File: src/rtl/sort_seq_ctrl_if.sv
// Score-input and ranked-result handshakes between sort_seq_ctrl and its environment.
// slave is the controller's view, master is the producer/consumer's view.
interface sort_seq_ctrl_if #(
  parameter int DATA_WIDTH = 16
);
  logic                  start;
  logic                  in_valid;
  logic                  in_ready;
  logic [DATA_WIDTH-1:0] in_data;
  logic                  out_valid;
  logic                  out_ready;
  logic [DATA_WIDTH-1:0] out_data;
  logic [5:0]            out_id;
  logic [3:0]            out_rank;
  logic                  out_last;

  modport slave (
    input  start, in_valid, in_data, out_ready,
    output in_ready, out_valid, out_data, out_id, out_rank, out_last
  );

  modport master (
    output start, in_valid, in_data, out_ready,
    input  in_ready, out_valid, out_data, out_id, out_rank, out_last
  );
endinterface

File: src/rtl/sort_seq_ctrl.sv
// Sequencer around an external top-10 sorter: load scores, clear, sort, drain ranked results.
// Optional SORT-state watchdog is enabled by defining SORT_SEQ_WATCHDOG_EN.
module sort_seq_ctrl #(
  parameter int DATA_WIDTH   = 16,
  parameter int NUM_WORDS    = 16,
  parameter int TOPK         = 10,
  parameter int SORT_TIMEOUT = 1023
) (
  input  logic                             clk,
  input  logic                             rst_n,
  sort_seq_ctrl_if.slave                   bus,
  output logic                             sort_rst,
  output logic                             sort_en,
  output logic [DATA_WIDTH*NUM_WORDS-1:0]  sort_array,
  input  logic                             sort_done,
  input  logic [DATA_WIDTH*TOPK-1:0]       sort_vals,
  input  logic [6*TOPK-1:0]                sort_ids,
  output logic                             busy,
  output logic                             timeout_err
);

  typedef enum logic [2:0] {
    IDLE,
    LOAD,
    CLEAR,
    SORT,
    DRAIN
  } state_t;

  localparam logic [5:0] LAST_IDX  = 6'(NUM_WORDS - 1);
  localparam logic [3:0] LAST_RANK = 4'(TOPK - 1);

  // Elaboration-time guard on the supported parameter range.
  if (NUM_WORDS < 2 || NUM_WORDS > 63 || TOPK != 10 || SORT_TIMEOUT < 1) begin : g_param_check
    $error("sort_seq_ctrl: unsupported parameter set");
  end

  state_t                state;
  logic [5:0]            load_cnt;
  logic [3:0]            rank;
  logic                  in_ready_r;
  logic                  out_valid_r;
  logic [DATA_WIDTH-1:0] words    [NUM_WORDS];
  logic [DATA_WIDTH-1:0] cap_vals [TOPK];
  logic [5:0]            cap_ids  [TOPK];
  logic                  beat_in;
  logic                  beat_out;

  assign beat_in  = (state == LOAD) && in_ready_r && bus.in_valid;
  assign beat_out = (state == DRAIN) && out_valid_r && bus.out_ready;

`ifdef SORT_SEQ_WATCHDOG_EN
  localparam int TMO_W = $clog2(SORT_TIMEOUT + 1);
  localparam logic [TMO_W-1:0] TMO_CNT = TMO_W'(SORT_TIMEOUT);

  logic [TMO_W-1:0] wd_cnt;
  logic             tmo_r;

  assign timeout_err = tmo_r;
`else
  assign timeout_err = 1'b0;
`endif

  // Control FSM; every handshake/status output is registered from the next-state decision.
  always_ff @(posedge clk or negedge rst_n) begin
    if (!rst_n) begin
      state       <= IDLE;
      load_cnt    <= '0;
      rank        <= '0;
      in_ready_r  <= 1'b0;
      out_valid_r <= 1'b0;
      sort_rst    <= 1'b1;
      sort_en     <= 1'b0;
      busy        <= 1'b0;
`ifdef SORT_SEQ_WATCHDOG_EN
      wd_cnt      <= '0;
      tmo_r       <= 1'b0;
`endif
    end else begin
      sort_rst <= 1'b0;
`ifdef SORT_SEQ_WATCHDOG_EN
      tmo_r    <= 1'b0;
`endif
      case (state)
        IDLE: begin
          if (bus.start) begin
            state      <= LOAD;
            load_cnt   <= '0;
            in_ready_r <= 1'b1;
            busy       <= 1'b1;
          end
        end
        LOAD: begin
          if (beat_in) begin
            load_cnt <= load_cnt + 6'd1;
            if (load_cnt == LAST_IDX) begin
              state      <= CLEAR;
              in_ready_r <= 1'b0;
              sort_rst   <= 1'b1;
            end
          end
        end
        CLEAR: begin
          state   <= SORT;
          sort_en <= 1'b1;
`ifdef SORT_SEQ_WATCHDOG_EN
          wd_cnt  <= '0;
`endif
        end
        SORT: begin
          if (sort_done) begin
            state       <= DRAIN;
            sort_en     <= 1'b0;
            out_valid_r <= 1'b1;
            rank        <= '0;
          end
`ifdef SORT_SEQ_WATCHDOG_EN
          else if (wd_cnt == TMO_CNT) begin
            state   <= IDLE;
            sort_en <= 1'b0;
            busy    <= 1'b0;
            tmo_r   <= 1'b1;
          end else begin
            wd_cnt <= wd_cnt + 1'b1;
          end
`endif
        end
        DRAIN: begin
          if (beat_out) begin
            if (rank == LAST_RANK) begin
              state       <= IDLE;
              out_valid_r <= 1'b0;
              rank        <= '0;
              busy        <= 1'b0;
            end else begin
              rank <= rank + 4'd1;
            end
          end
        end
        default: begin
          state       <= IDLE;
          in_ready_r  <= 1'b0;
          out_valid_r <= 1'b0;
          sort_en     <= 1'b0;
          busy        <= 1'b0;
        end
      endcase
    end
  end

  // Score buffer and result capture; the buffer is only written in LOAD, so it is
  // frozen for the whole CLEAR/SORT/DRAIN window the sorter and drain rely on.
  always_ff @(posedge clk or negedge rst_n) begin
    if (!rst_n) begin
      for (int j = 0; j < NUM_WORDS; j++) begin
        words[j] <= '0;
      end
      for (int r = 0; r < TOPK; r++) begin
        cap_vals[r] <= '0;
        cap_ids[r]  <= '0;
      end
    end else begin
      if (beat_in) begin
        for (int j = 0; j < NUM_WORDS; j++) begin
          if (load_cnt == 6'(j)) begin
            words[j] <= bus.in_data;
          end
        end
      end
      if ((state == SORT) && sort_done) begin
        for (int r = 0; r < TOPK; r++) begin
          cap_vals[r] <= sort_vals[r*DATA_WIDTH +: DATA_WIDTH];
          cap_ids[r]  <= sort_ids[r*6 +: 6];
        end
      end
    end
  end

  for (genvar g = 0; g < NUM_WORDS; g++) begin : g_pack
    assign sort_array[g*DATA_WIDTH +: DATA_WIDTH] = words[g];
  end

  assign bus.in_ready  = in_ready_r;
  assign bus.out_valid = out_valid_r;
  assign bus.out_data  = cap_vals[rank];
  assign bus.out_id    = cap_ids[rank];
  assign bus.out_rank  = rank;
  assign bus.out_last  = out_valid_r && (rank == LAST_RANK);

endmodule

File: src/flat_wrapper.sv
// flat-port wrapper written by rule: the top's interface ports become plain ports
module sort_seq_ctrl_flat 
#(
  parameter int DATA_WIDTH   = 16,
  parameter int NUM_WORDS    = 16,
  parameter int TOPK         = 10,
  parameter int SORT_TIMEOUT = 1023
)
  (clk, rst_n, sort_rst, sort_en, sort_array, sort_done, sort_vals, sort_ids, busy, timeout_err, bus_start, bus_in_valid, bus_in_data, bus_out_ready, bus_in_ready, bus_out_valid, bus_out_data, bus_out_id, bus_out_rank, bus_out_last);
  sort_seq_ctrl_if #(.DATA_WIDTH(DATA_WIDTH)) bus_i ();
  input  logic clk;
  input  logic rst_n;
  output logic sort_rst;
  output logic sort_en;
  output logic [DATA_WIDTH*NUM_WORDS-1:0] sort_array;
  input  logic sort_done;
  input  logic [DATA_WIDTH*TOPK-1:0] sort_vals;
  input  logic [6*TOPK-1:0] sort_ids;
  output logic busy;
  output logic timeout_err;
  input wire logic [$bits(bus_i.start)-1:0] bus_start;
  input wire logic [$bits(bus_i.in_valid)-1:0] bus_in_valid;
  input wire logic [$bits(bus_i.in_data)-1:0] bus_in_data;
  input wire logic [$bits(bus_i.out_ready)-1:0] bus_out_ready;
  output wire logic [$bits(bus_i.in_ready)-1:0] bus_in_ready;
  output wire logic [$bits(bus_i.out_valid)-1:0] bus_out_valid;
  output wire logic [$bits(bus_i.out_data)-1:0] bus_out_data;
  output wire logic [$bits(bus_i.out_id)-1:0] bus_out_id;
  output wire logic [$bits(bus_i.out_rank)-1:0] bus_out_rank;
  output wire logic [$bits(bus_i.out_last)-1:0] bus_out_last;
  assign bus_i.start = bus_start;
  assign bus_i.in_valid = bus_in_valid;
  assign bus_i.in_data = bus_in_data;
  assign bus_i.out_ready = bus_out_ready;
  assign bus_in_ready = bus_i.in_ready;
  assign bus_out_valid = bus_i.out_valid;
  assign bus_out_data = bus_i.out_data;
  assign bus_out_id = bus_i.out_id;
  assign bus_out_rank = bus_i.out_rank;
  assign bus_out_last = bus_i.out_last;
  sort_seq_ctrl #(.DATA_WIDTH(DATA_WIDTH), .NUM_WORDS(NUM_WORDS), .TOPK(TOPK), .SORT_TIMEOUT(SORT_TIMEOUT)) u_core (.clk(clk), .rst_n(rst_n), .bus(bus_i), .sort_rst(sort_rst), .sort_en(sort_en), .sort_array(sort_array), .sort_done(sort_done), .sort_vals(sort_vals), .sort_ids(sort_ids), .busy(busy), .timeout_err(timeout_err));
endmodule
File: config.mk
export PLATFORM = sky130hd
export DESIGN_NAME = sort_seq_ctrl_flat
export DESIGN_NICKNAME = d
export VERILOG_FILES = /design/src/rtl/sort_seq_ctrl_if.sv /design/src/rtl/sort_seq_ctrl.sv /design/src/flat_wrapper.sv
export SDC_FILE = /design/constraint.sdc
export NUM_CORES = 1
export LEC_CHECK = 0
export BUFFER_PORTS_ARGS = -buffer_cell sky130_fd_sc_hd__buf_4
export CAP_MARGIN = 30
export CELL_PAD_IN_SITES_DETAIL_PLACEMENT = 1
export CELL_PAD_IN_SITES_GLOBAL_PLACEMENT = 1
export CORE_ASPECT_RATIO = 0.6
export CORE_MARGIN = 2
export CORE_UTILIZATION = 37
export CTS_BUF_LIST = sky130_fd_sc_hd__clkbuf_4 sky130_fd_sc_hd__clkbuf_8 sky130_fd_sc_hd__clkbuf_16
export DETAILED_ROUTE_END_ITERATION = 7
export HOLD_SLACK_MARGIN = 0.05
export PLACE_DENSITY_LB_ADDON = 0.1
export SLEW_MARGIN = 20
export SYNTH_ARGS = -nofsm -noshare
export SYNTH_HDL_FRONTEND = slang
export SYNTH_SLANG_ARGS = --single-unit
File: constraint.sdc
create_clock -name clk -period 2.4 [get_ports clk]
set_clock_uncertainty 0.15 [all_clocks]
set_input_delay 0.12 -clock clk [delete_from_list [all_inputs] [get_ports clk]]
set_output_delay 0.12 -clock clk [all_outputs]
set_load 0.01 [all_outputs]
# == After elaboration in Yosys (flattened, before gate mapping) ==
# Cells that the tools add are included.
# op_classes
addsub,2
eq_ne,26
reduce_logical,37
muxes,34
bitwise_logic,5
magnitude_cmp,1
# ops
operator,n
16-bit binary-select mux with 4-bit select,1
"6-bit by 4-bit == test with 1-bit output, second input constant",8
2-bit AND reduction,17
16-bit two-way mux,2
6-bit binary-select mux with 4-bit select,1
"6-bit by 3-bit == test with 1-bit output, second input constant",4
6-bit two-way mux,4
3-bit two-way mux,6
3-bit one-hot mux with 5 select lines,1
"6-bit by 2-bit == test with 1-bit output, second input constant",2
4-bit two-way mux,3
1-bit one-hot mux with 3 select lines,4
6-bit one-hot mux with 2 select lines,1
4-bit AND reduction,3
3-bit OR reduction,4
1-bit two-way mux,10
"2-bit inequality test, second input constant",4
4-bit one-hot mux with 2 select lines,1
"6-bit by 1-bit adder with 6-bit output, second input constant",1
"3-bit by 2-bit == test with 1-bit output, second input constant",2
"6-bit by 1-bit == test with 1-bit output, second input constant",1
1-bit logical AND,6
6-bit zero test,1
3-bit AND reduction,2
11 further kinds,16
# totals
wordCells,149
output_inout_bits,289
register_bits,494
input_bits,242

# == Depth between registers and ports, before layout ==
# Gate-level depths: netlist of the first run.
# depth
word_depth,5
depth_mapped,7
ltp_nobuf,5

# == Worst setup path after synthesis of the first run ==
# OpenSTA, ideal clock, no wires.
# synth_path
path_type,register to register
from,register u_core.load_cnt[0]
to,"register u_core.words, in the netlist u_core.sort_array[117]"
path_slack_ps,-4
t_arrival_ps,2129
t_required_ps,2125
setup_time_ps,125
synth_period_minus_slack_ps,2404
stages_incl_launch_ff,7
path_cell_list,dfrtp_1 ha_1 or3b_1 clkbuf_1 nor4_4 buf_6 mux2_2
# synth_between
elab_chain_cells,2
# synth_lines
element,line,text
from (decl),sort_seq_ctrl.sv:39,logic [5:0] load_cnt;
from (signal assigned),sort_seq_ctrl.sv:95,load_cnt <= load_cnt + 6'd1;
6-bit by 3-bit == test with 1-bit output,sort_seq_ctrl.sv:165,if (load_cnt == 6'(j)) begin
2-bit AND reduction (no source line),--,
"to (signal, indexed assignment)",sort_seq_ctrl.sv:166,words[j] <= bus.in_data;
to (decl),sort_seq_ctrl.sv:43,logic [DATA_WIDTH-1:0] words [NUM_WORDS];
# No other way between the ends.
# A chain may end at the register's enable or synchronous reset.

# == Final worst setup path of the first run ==
# layout_path
from,register u_core.rank[0] (netlist: u_core.bus.out_rank[0])
to,output bus_out_data[14]
# layout_between
elab_chain_cells,4
# layout_lines
element,line,text
from (decl),sort_seq_ctrl.sv:40,logic [3:0] rank;
from (signal assigned),sort_seq_ctrl.sv:136,rank <= rank + 4'd1;
4-bit inverter with 5-bit output (implied by the code),sort_seq_ctrl.sv:185,assign bus.out_data = cap_vals[rank];
16-bit binary-select mux with 4-bit select,sort_seq_ctrl.sv:185,
16-bit two-way mux (implied by the code) (2 in series),sort_seq_ctrl.sv:185,
to (decl),flat_wrapper.sv:27,output wire logic [$bits(bus_i.out_data)-1:0] bus_out_data;
# No other way between the ends. The select of a mux whose other input is x is not followed.

==> results.json, run 1 <==
{
  "die-width_um": 311,
  "rsz0062_at_grt": "true",
  "worstSetupPathType": "flop to output port",
  "ir_worst_vdd_v": 0.000576,
  "fillers": 5872,
  "cp_common_cell": "buf_12",
  "tritoncts": "done",
  "p_per_area_mw_per_mm2": 988,
  "synth.top_cells.by_area": "dfrtp_1 (59%), mux2_2 (13%), nand2_1 (12%)",
  "postRouteAntennaNets": 0,
  "multiInputGateArea_mm2": 0.00837,
  "status": "complete, but fails checks",
  "dr.pass1.iters": 5,
  "yosys.area.top_type": "dfrtp_1",
  "p_leak_nw": 15.9,
  "mostFrequentLayoutCells": "nand2_1 (668), buf_4 (575), dfrtp_1 (491)",
  "synth_top_cell_area_share_pct": 58.8,
  "via_per_inst": 5.05,
  "die_h_um": 188,
  "worst_slew_pin_slew_ns": 0.731,
  "drt_iter0_markers": 983,
  "seq_area_frac_synth_pct": 59.0,
  "wl_um": 83500,
  "worst_hold_path.num_cells": 4,
  "clk_pin_slew_ns": 0.06,
  "ios": 531,
  "postSynthAreaPerCell_um2": 11.4,
  "r2r_cells": 6,
  "coreArea_mm2": 0.0559,
  "gp_congestion": 0.836,
  "setup-violations-final": 21,
  "track_usage_pct": 28.1,
  "synthFlopType": "dfrtp_1",
  "port_buffers": 529,
  "grt_max_degree": 99,
  "cp_slowest_stage_delay_ns": 0.51,
  "via_count": 17624,
  "slew_violations": 0,
  "drive_gt1_share_pct": 38.7,
  "finalHoldViolations": 0,
  "clock_sinks": 494,
  "path_cells": "buf_12 > buf_12 > buf_8 > mux2i_2 > o221ai_4 > o31a_1 > buf_4",
  "syn_to_final_growth_pct": 50.9,
  "clock.fmax_ghz": 0.375,
  "arrival_ns": 2.40,
  "mostFrequentLayoutCell": "nand2_1",
  "synthCells": 1843,
  "cts_buffer_depth": 3,
  "synth_edf_count": 0,
  "post-dp-hpwl_um": 55200,
  "relSlewSlack_pct": 51.1,
  "fin_hold_ws_ns": 0.116,
  "finalCritPeriodShare_pct": 111,
  "htree_levels": 2,
  "yosysWarningCount": 0,
  "initial_core_util_pct": 37.5,
  "cp.required_ns": 2.13,
  "grt_pass1_wl_um": 124000,
  "violations": "setup timing",
  "grt_pass1_vias": 19299,
  "post-place-ws_ns": 0.0163,
  "root_buffer": "clkbuf_16",
  "finalCriticalPeriod_ns": 2.67,
  "cap_violations": 0,
  "cp_max_fo": 7,
  "synth_area_mm2": 0.0210,
  "setup_slack_ns": -0.269,
  "grt-ovfl-total": 0,
  "start_kind": "flop",
  "post_drt_wl_per_cell_um": 23.9,
  "yosys.cell_types.count": 50,
  "row_count": 67,
  "regArea_mm2": 0.0124,
  "cts_buffers": 49,
  "fin_nets": 2938,
  "drc_errors": 0,
  "clock_latency_ns": 0.59,
  "hold_class": "input pin to flop",
  "ys_ff_latch": 494,
  "postSynth.asyncResetShare_pct": 100,
  "antenna_found_initial": 3,
  "die-area_mm2": 0.0587,
  "cpMaxStageDelayCell": "dfrtp_4",
  "syn-num-nets": 2091,
  "critPathCaptureType": "output port"
}
==> routing by layer <==
layer  GRT usage (%)  vias to the layer above  share of wire, %
li1                -                     7851                 -
met1            37.6                     9188                44
met2            46.4                      432                48
met3            4.80                      151               4.2
met4            9.62                        2               3.6
met5               0                        -             0.016
==> critical path, delay by kind of cell (launching register included) <==
| family | cells | cell delay (ns) |
|---|---|---|
| AO/OA/AOI/OAI | 2 | 0.52 |
| buffers and inverters | 4 | 0.60 |
| flip-flops | 1 | 0.51 |
| multiplexers | 1 | 0.16 |
==> metrics by stage <==
| stage | std cells | total power, mW | utilization, % | area, um^2 | TNS (ns) |
|---|---|---|---|---|---|
| floorplan | 1843 | 16.5 | - | 21000 | 0 |
| global placement | 3090 | 21.8 | 47.1 | 26400 | 0 |
| detailed placement | 3090 | 22.3 | 47.1 | 26400 | 0 |
| CTS | 3485 | 31.3 | 56.3 | 31500 | -4.20 |
| global route | 3491 | 32.7 | 56.6 | 31600 | -5.23 |
| finish | 3491 | 31.3 | 56.6 | 31600 | -3.48 |
==> cells in the mapped netlist, drive strengths merged, types with 2 or more instances <==
cell and number:
ha 6, nor2b 4, a21oi 4, nand4b 2, o31a 22, nand3 4, dfrtp 493, nor3b 2
nand2b 6, nand3b 3, mux2i 114, nand2 668, o21ai 7, nor2 28, o2111ai 3, nor3 9
nand4 6, inv 9, clkbuf 85, buf 37, and2 2, nor4 5, or3b 6, o211ai 3
o221ai 22, mux2 256, o32ai 2, o22ai 23
==> sequential cells by signal, summed over array words and instances (netlist names) <==
register,count
u_core.load_cnt,6
u_core.bus.out_rank,4
u_core.bus.out_valid,1
u_core.busy,1
u_core.cap_vals,160
u_core.bus.in_ready,1
u_core.sort_array,256
u_core.state,3
u_core.sort_en,1
u_core.sort_rst,1
u_core.cap_ids,60
==> path summary, 6_finish.rpt <==
path,startpoint,end,slack (ns)
max,u_core.bus.out_rank[0],bus_out_data[14],-0.27
min,sort_vals[55],u_core.cap_vals[103],0.12
max reg2reg,u_core.load_cnt[1],u_core.sort_array[82],0.09
min reg2reg,u_core.cap_vals[154],u_core.cap_vals[154],0.32
max in group asynchronous,rst_n,u_core.cap_vals[146],0.90
min in group asynchronous,rst_n,u_core.sort_array[31],0.61
==> cells by family (layout without fill, tap and decap cells) <==
| logic type | count (synthesis) | in the layout | synth area share [%] |
|---|---|---|---|
| other | 1 | 2 | 0.0179 |
| multiplexers | 370 | 370 | 19.5 |
| adder cells (fa/ha/maj) | 6 | 6 | 0.358 |
| buffers and inverters | 131 | 1019 | 2.77 |
| AO/OA/AOI/OAI | 91 | 91 | 3.31 |
| flip-flops | 494 | 494 | 59.0 |
| AND/OR/NAND/NOR | 750 | 750 | 15.0 |
==> cell type report <==
class | count | share of cell area, %
Timing Repair Buffer | 918 | 26.1
Tap cell | 759 | 3.00
Inverter | 9 | 0.107
Clock buffer | 76 | 4.84
Clock inverter | 16 | 0.344
Multi-Input combinational cell | 1218 | 26.5
Antenna cell | 1 | 0.00791
Sequential cell | 494 | 39.1
==> power by group <==
group	switching, mW	internal (mW)
clock	3.43	4.51
sequential	1.42	10.6
combinational	5.54	5.78
==> what timing repair did <==
item	CTS	global route
hold buffers	283	0
setup buffers	15	5
pin swaps	24	10
resized for setup	67	25
cloned	5	1
hold endpoints to repair	985	0
endpoints found under the setup margin	23	95
(Power assumes the default switching activity.)
==> inputs of run 2 (changes only) <==
- CORE_UTILIZATION: 37 -> 39
- CTS_BUF_LIST: sky130_fd_sc_hd__clkbuf_4 sky130_fd_sc_hd__clkbuf_8 sky130_fd_sc_hd__clkbuf_16 -> sky130_fd_sc_hd__clkbuf_4 sky130_fd_sc_hd__clkbuf_8
==> results.json, run 2 (same netlist as run 1, synthesis figures left out) <==
{
  "status": "complete, but fails checks",
  "violations": "setup timing",
  "fin_util_pct": 61.0,
  "syn_to_final_growth_pct": 53.8,
  "mostFrequentLayoutCells": "nand2_1 (668), buf_4 (573), dfrtp_1 (491)",
  "grt-ovfl-total": 0,
  "reg2reg_setup_slack_ns": 0.08,
  "path_cells": "buf_12 > buf_12 > buf_12 > buf_6 > mux2i_1 > nor2_1 > o31a_1 > buf_6",
  "grt_max_degree": 72,
  "cap_violations": 0,
  "cp.depth": 8,
  "r2r_start": "u_core.state[2]",
  "fillers": 5504,
  "start_kind": "flop",
  "slew_violations": 0,
  "p_per_area_mw_per_mm2": 970,
  "cp.buffers_inverters": 5,
  "rsz0062_at_grt": "true",
  "port_buffers": 529,
  "track_usage_pct": 30.9,
  "die_h_um": 184,
  "antenna_found_initial": 10,
  "htree_levels": 3,
  "post-place-ws_ns": 0.0450,
  "setup-violations-final": 23,
  "worstSetupPathType": "flop to output port",
  "postRouteAntennaNets": 0,
  "initial_core_util_pct": 39.7,
  "worst_slew_pin_slew_ns": 0.585,
  "tritoncts": "done",
  "switching_share_pct": 34.0,
  "die-area_mm2": 0.0557,
  "clock_sinks": 494,
  "row_count": 65,
  "finalHoldViolations": 0,
  "wl_um": 88400,
  "clk_pin_slew_ns": 0.06,
  "switchingPower_mw": 10.6,
  "r2r_cells": 6,
  "ios": 531,
  "finalCriticalPeriod_ns": 2.72,
  "post-dp-hpwl_um": 54800,
  "fin_nets": 3023,
  "coreArea_mm2": 0.0529,
  "cts_buffers": 78,
  "gp_congestion": 0.827,
  "mostFrequentLayoutCell": "nand2_1",
  "p_total_mw": 31.3,
  "grt_pass1_vias": 20316,
  "cp_slowest_stage_delay_ns": 0.49,
  "root_buffer": "clkbuf_8",
  "clockPowerShare_pct": 24.8,
  "cp_common_cell": "buf_12",
  "grt_pass1_wl_um": 128000,
  "intPower_mw": 20.7,
  "setup_slack_ns": -0.322,
  "critPathCaptureType": "output port",
  "post_drt_wl_per_cell_um": 25.0,
  "p_leak_nw": 16.2,
  "cp_max_fo": 8,
  "clock_latency_ns": 0.63,
  "drive_gt1_share_pct": 39.5,
  "fin_hold_ws_ns": 0.0872,
  "via_count": 18638,
  "die-width_um": 303,
  "drc_errors": 0,
  "arrival_ns": 2.45,
  "r2r-end": "u_core.cap_ids[54]",
  "clock.fmax_ghz": 0.367,
  "seqPwrFrac_pct": 38.6,
  "finalCritPeriodShare_pct": 113,
  "cp.required_ns": 2.13,
  "drt_iter0_markers": 1288,
  "relSlewSlack_pct": 61.0,
  "cpMaxStageDelayCell": "dfrtp_4",
  "cts_buffer_depth": 3,
  "largest_register_ffs": 256,
  "cp_top_family": "buffers and inverters",
  "via_per_inst": 5.26,
  "ir_worst_vdd_v": 0.000538,
  "hold_class": "input pin to async pin",
  "dr.pass1.iters": 7,
  "pwr-share-comb_pct": 36.6
}
run 2: metrics by stage:
| step | setup TNS, ns | cell area (um^2) | instances |
|---|---|---|---|
| final | -5.41 | 32200 | 3542 |
| after global routing | -6.93 | 32200 | 3541 |
| after CTS | -6.89 | 31800 | 3523 |
| after detailed placement | 0 | 26300 | 3037 |
| after global placement | 0 | 26300 | 3037 |
| after floorplan | 0 | 21000 | 1843 |
run 2: layout make-up:
class	count	area, um^2	share of cell area, %
sequential	494	12400	38.4
tap	703	880	2.73
multi-input combinational	1218	8460	26.2
inverter	9	33.8	0.105
antenna	6	15.0	0.0466
clock buffer	123	1520	4.73
timing repair buffer	974	8830	27.4
clock inverter	15	131	0.407
run 2: how the worst max path moves through the flow:
stage | startpoint | endpoint | slack, ns
3_3_place_gp | u_core.load_cnt[0] | u_core.sort_array[101] | 0.12
4_1_cts | u_core.bus.out_rank[0] | bus_out_data[2] | -0.34
3_5_place_dp | u_core.load_cnt[0] | u_core.sort_array[104] | 0.04
5_1_grt | u_core.bus.out_rank[0] | bus_out_data[3] | -0.37
6_report | u_core.bus.out_rank[0] | bus_out_data[11] | -0.32
2_1_floorplan | u_core.load_cnt[0] | u_core.sort_array[69] | 0.03
run 2: timing repair:
action                                  in CTS  in global routing
resized for setup                           54                 63
gates cloned                                 4                  4
pin swaps                                    7                 12
endpoints found under the setup margin      23                240
hold buffers                               335                  1
hold endpoints to repair                   987                  1
buffers inserted                             9                 11
run 2: power groups by stage:
| stage | sequential [mW] | clock, mW | combinational (mW) |
|---|---|---|---|
| floorplan | 12.5 | 0 | 4.07 |
| global route | 12.3 | 8.30 | 12.1 |
| CTS | 12.0 | 7.87 | 11.0 |
| finish | 12.1 | 7.75 | 11.5 |
| detailed placement | 12.1 | 0 | 10.1 |
| global placement | 11.9 | 0 | 9.79 |
run 2: layer usage:
layer	track usage, %	wire (um)	vias up
met5	0	34	-
met4	13.5	3970	4
met3	5.99	4480	228
met2	51.7	44100	608
met1	39.0	35800	9754
li1	-	-	8044
run 2: worst register-to-register path, delay by kind of cell (launching register included):
kind,cells,cell delay [ns]
buffers and inverters,3,1.03
DFF,1,0.38
and+or+nand+nor,3,0.69
==> inputs of run 3 (changes only) <==
- SLEW_MARGIN: 20 -> 40
- clock period: 2.4 -> 2.2 ns (I/O delays scaled with it)
==> results.json, run 3 (same netlist as run 1, synthesis figures left out) <==
{
  "status": "complete, but fails checks",
  "violations": "setup timing",
  "via_count": 18872,
  "postRouteAntennaNets": 0,
  "r2r_cells": 9,
  "p_per_area_mw_per_mm2": 1080,
  "fillers": 5388,
  "gp_congestion": 0.850,
  "clk_pin_slew_ns": 0.07,
  "dr.pass1.iters": 5,
  "cts_buffers": 77,
  "finalCritPeriodShare_pct": 122,
  "rsz0062_at_grt": "true",
  "worst_slew_pin_slew_ns": 0.675,
  "track_usage_pct": 31.7,
  "cap_violations": 0,
  "p_total_mw": 35.8,
  "worstHoldEndpoint": "u_core.cap_vals[89]",
  "tritoncts": "done",
  "finalCriticalPeriod_ns": 2.69,
  "drt_iter0_markers": 1438,
  "grt_pass1_vias": 20617,
  "seqPwrFrac_pct": 37.1,
  "fin_nets": 3028,
  "critPathCaptureType": "output port",
  "slew_violations": 0,
  "syn_to_final_growth_pct": 58.3,
  "ios": 531,
  "arrival_ns": 2.43,
  "clock_sinks": 494,
  "post-dp-hpwl_um": 54200,
  "reg2reg_setup_slack_ns": -0.37,
  "root_buffer": "clkbuf_8",
  "dp_cells": 3043,
  "drc_errors": 0,
  "worstSetupPathType": "flop to output port",
  "grt-ovfl-total": 0,
  "row_count": 65,
  "htree_levels": 3,
  "mostFrequentLayoutCell": "nand2_1",
  "clockPowerShare_pct": 23.4,
  "antenna_found_initial": 7,
  "finalHoldViolations": 0,
  "p_leak_nw": 16.5,
  "mostFrequentLayoutCells": "nand2_1 (668), buf_4 (594), dfrtp_1 (491)",
  "grt_pass1_wl_um": 131000,
  "cp.required_ns": 1.94,
  "dpl-instance-area_mm2": 0.0265,
  "worst_hold_path.num_cells": 4,
  "switching_share_pct": 34.4,
  "largest_register_ffs": 256,
  "die-width_um": 303,
  "cp_max_fo": 8,
  "grt_max_degree": 131,
  "r2r-end": "u_core.sort_array[107]",
  "wl_um": 94900,
  "start_kind": "flop",
  "ir_worst_vdd_v": 0.000625,
  "relSlewSlack_pct": 55.0,
  "die-area_mm2": 0.0557,
  "clock_latency_ns": 0.64,
  "fin_cells": 3541,
  "r2r_start": "u_core.load_cnt[0]",
  "via_per_inst": 5.33,
  "coreArea_mm2": 0.0529,
  "post_drt_wl_per_cell_um": 26.8,
  "fin_util_pct": 62.8,
  "initial_core_util_pct": 39.7,
  "hold_class": "input pin to flop",
  "pwr-share-comb_pct": 39.4,
  "setup_slack_ns": -0.490,
  "post-place-ws_ns": -0.110,
  "drive_gt1_share_pct": 41.1,
  "die_h_um": 184,
  "cts_buffer_depth": 3,
  "clock.fmax_ghz": 0.372,
  "intPower_mw": 23.5,
  "worstHoldStart": "sort_vals[73]",
  "setup-violations-final": 217,
  "port_buffers": 529,
  "fin_area_mm2": 0.0332,
  "switchingPower_mw": 12.3
}
## run 3: cell types whose count changed in the layout (fill, tap and decap cells not counted), moves of 9 or more
cell,before,now
dlygate4sd3_1,335,285
o221ai_1,11,20
buf_4,573,594
mux2_4,20,192
o221ai_2,11,2
buf_6,19,33
buf_12,33,44
mux2_2,235,64
## run 3: worst max-delay path by stage
stage	from	endpoint	slack (ns)	depth (start not counted)
finish	u_core.bus.out_rank[0]	bus_out_data[5]	-0.49	5
global route	u_core.bus.out_rank[0]	bus_out_id[4]	-0.59	7
CTS	u_core.bus.out_rank[0]	bus_out_data[12]	-0.45	6
detailed placement	u_core.load_cnt[1]	u_core.sort_array[142]	-0.11	7
global placement	u_core.load_cnt[1]	u_core.sort_array[81]	-0.03	6
floorplan	u_core.load_cnt[0]	u_core.sort_array[117]	-0.12	6
## run 3: what timing repair did
| item | in CTS | in global routing |
|---|---|---|
| gates resized for setup | 180 | 115 |
| buffers inserted | 37 | 26 |
| gates cloned | 10 | 10 |
| hold endpoints to repair | 988 | 0 |
| hold buffers | 286 | 0 |
| endpoints found under the setup margin | 215 | 218 |
| pin swaps | 10 | 27 |
## run 3: worst max-delay path: stages, from the launching register on
cell       delay [ns]
dfrtp_4          0.56
clkbuf_16        0.21
mux2i_2          0.29
o22ai_2          0.24
o31a_1           0.34
buf_4            0.15
## run 3: cell type report
| cell class | count | area, um^2 | share of cell area (%) |
|---|---|---|---|
| sequential | 494 | 12400 | 37.3 |
| clock inverter | 13 | 148 | 0.445 |
| timing repair buffer | 980 | 9150 | 27.6 |
| multi-input combinational | 1218 | 9160 | 27.6 |
| clock buffer | 115 | 1430 | 4.32 |
| antenna | 9 | 22.5 | 0.0679 |
| inverter | 9 | 33.8 | 0.102 |
| tap | 703 | 880 | 2.65 |
## run 3: metrics by stage
| stage | hold slack [ns] | setup TNS, ns |
|---|---|---|
| 2_1_floorplan | -0.336 | -7.90 |
| 3_3_place_gp | -0.0676 | -0.461 |
| 3_5_place_dp | -0.0698 | -7.21 |
| 4_1_cts | 0.0502 | -23.47 |
| 5_1_grt | 0.0707 | -58.86 |
| 6_report | 0.0869 | -49.97 |
## run 3: power by group through the flow
stage          sequential [mW]  combinational, mW  clock (mW)
6_report                  13.3               14.1        8.39
5_1_grt                   13.5               14.7        8.91
4_1_cts                   13.1               13.0        8.38
3_5_place_dp              13.2               11.3           0
3_3_place_gp              13.0               11.0           0
2_1_floorplan             13.6               4.56           0
## run 3: routing by layer
metal	vias to the layer above	GRT usage, %	part of all wire [%]
li1	8035	-	-
met1	9891	40.3	42
met3	217	7.07	5.3
met5	-	0	0
met4	0	14.1	4.4
met2	729	52.1	48
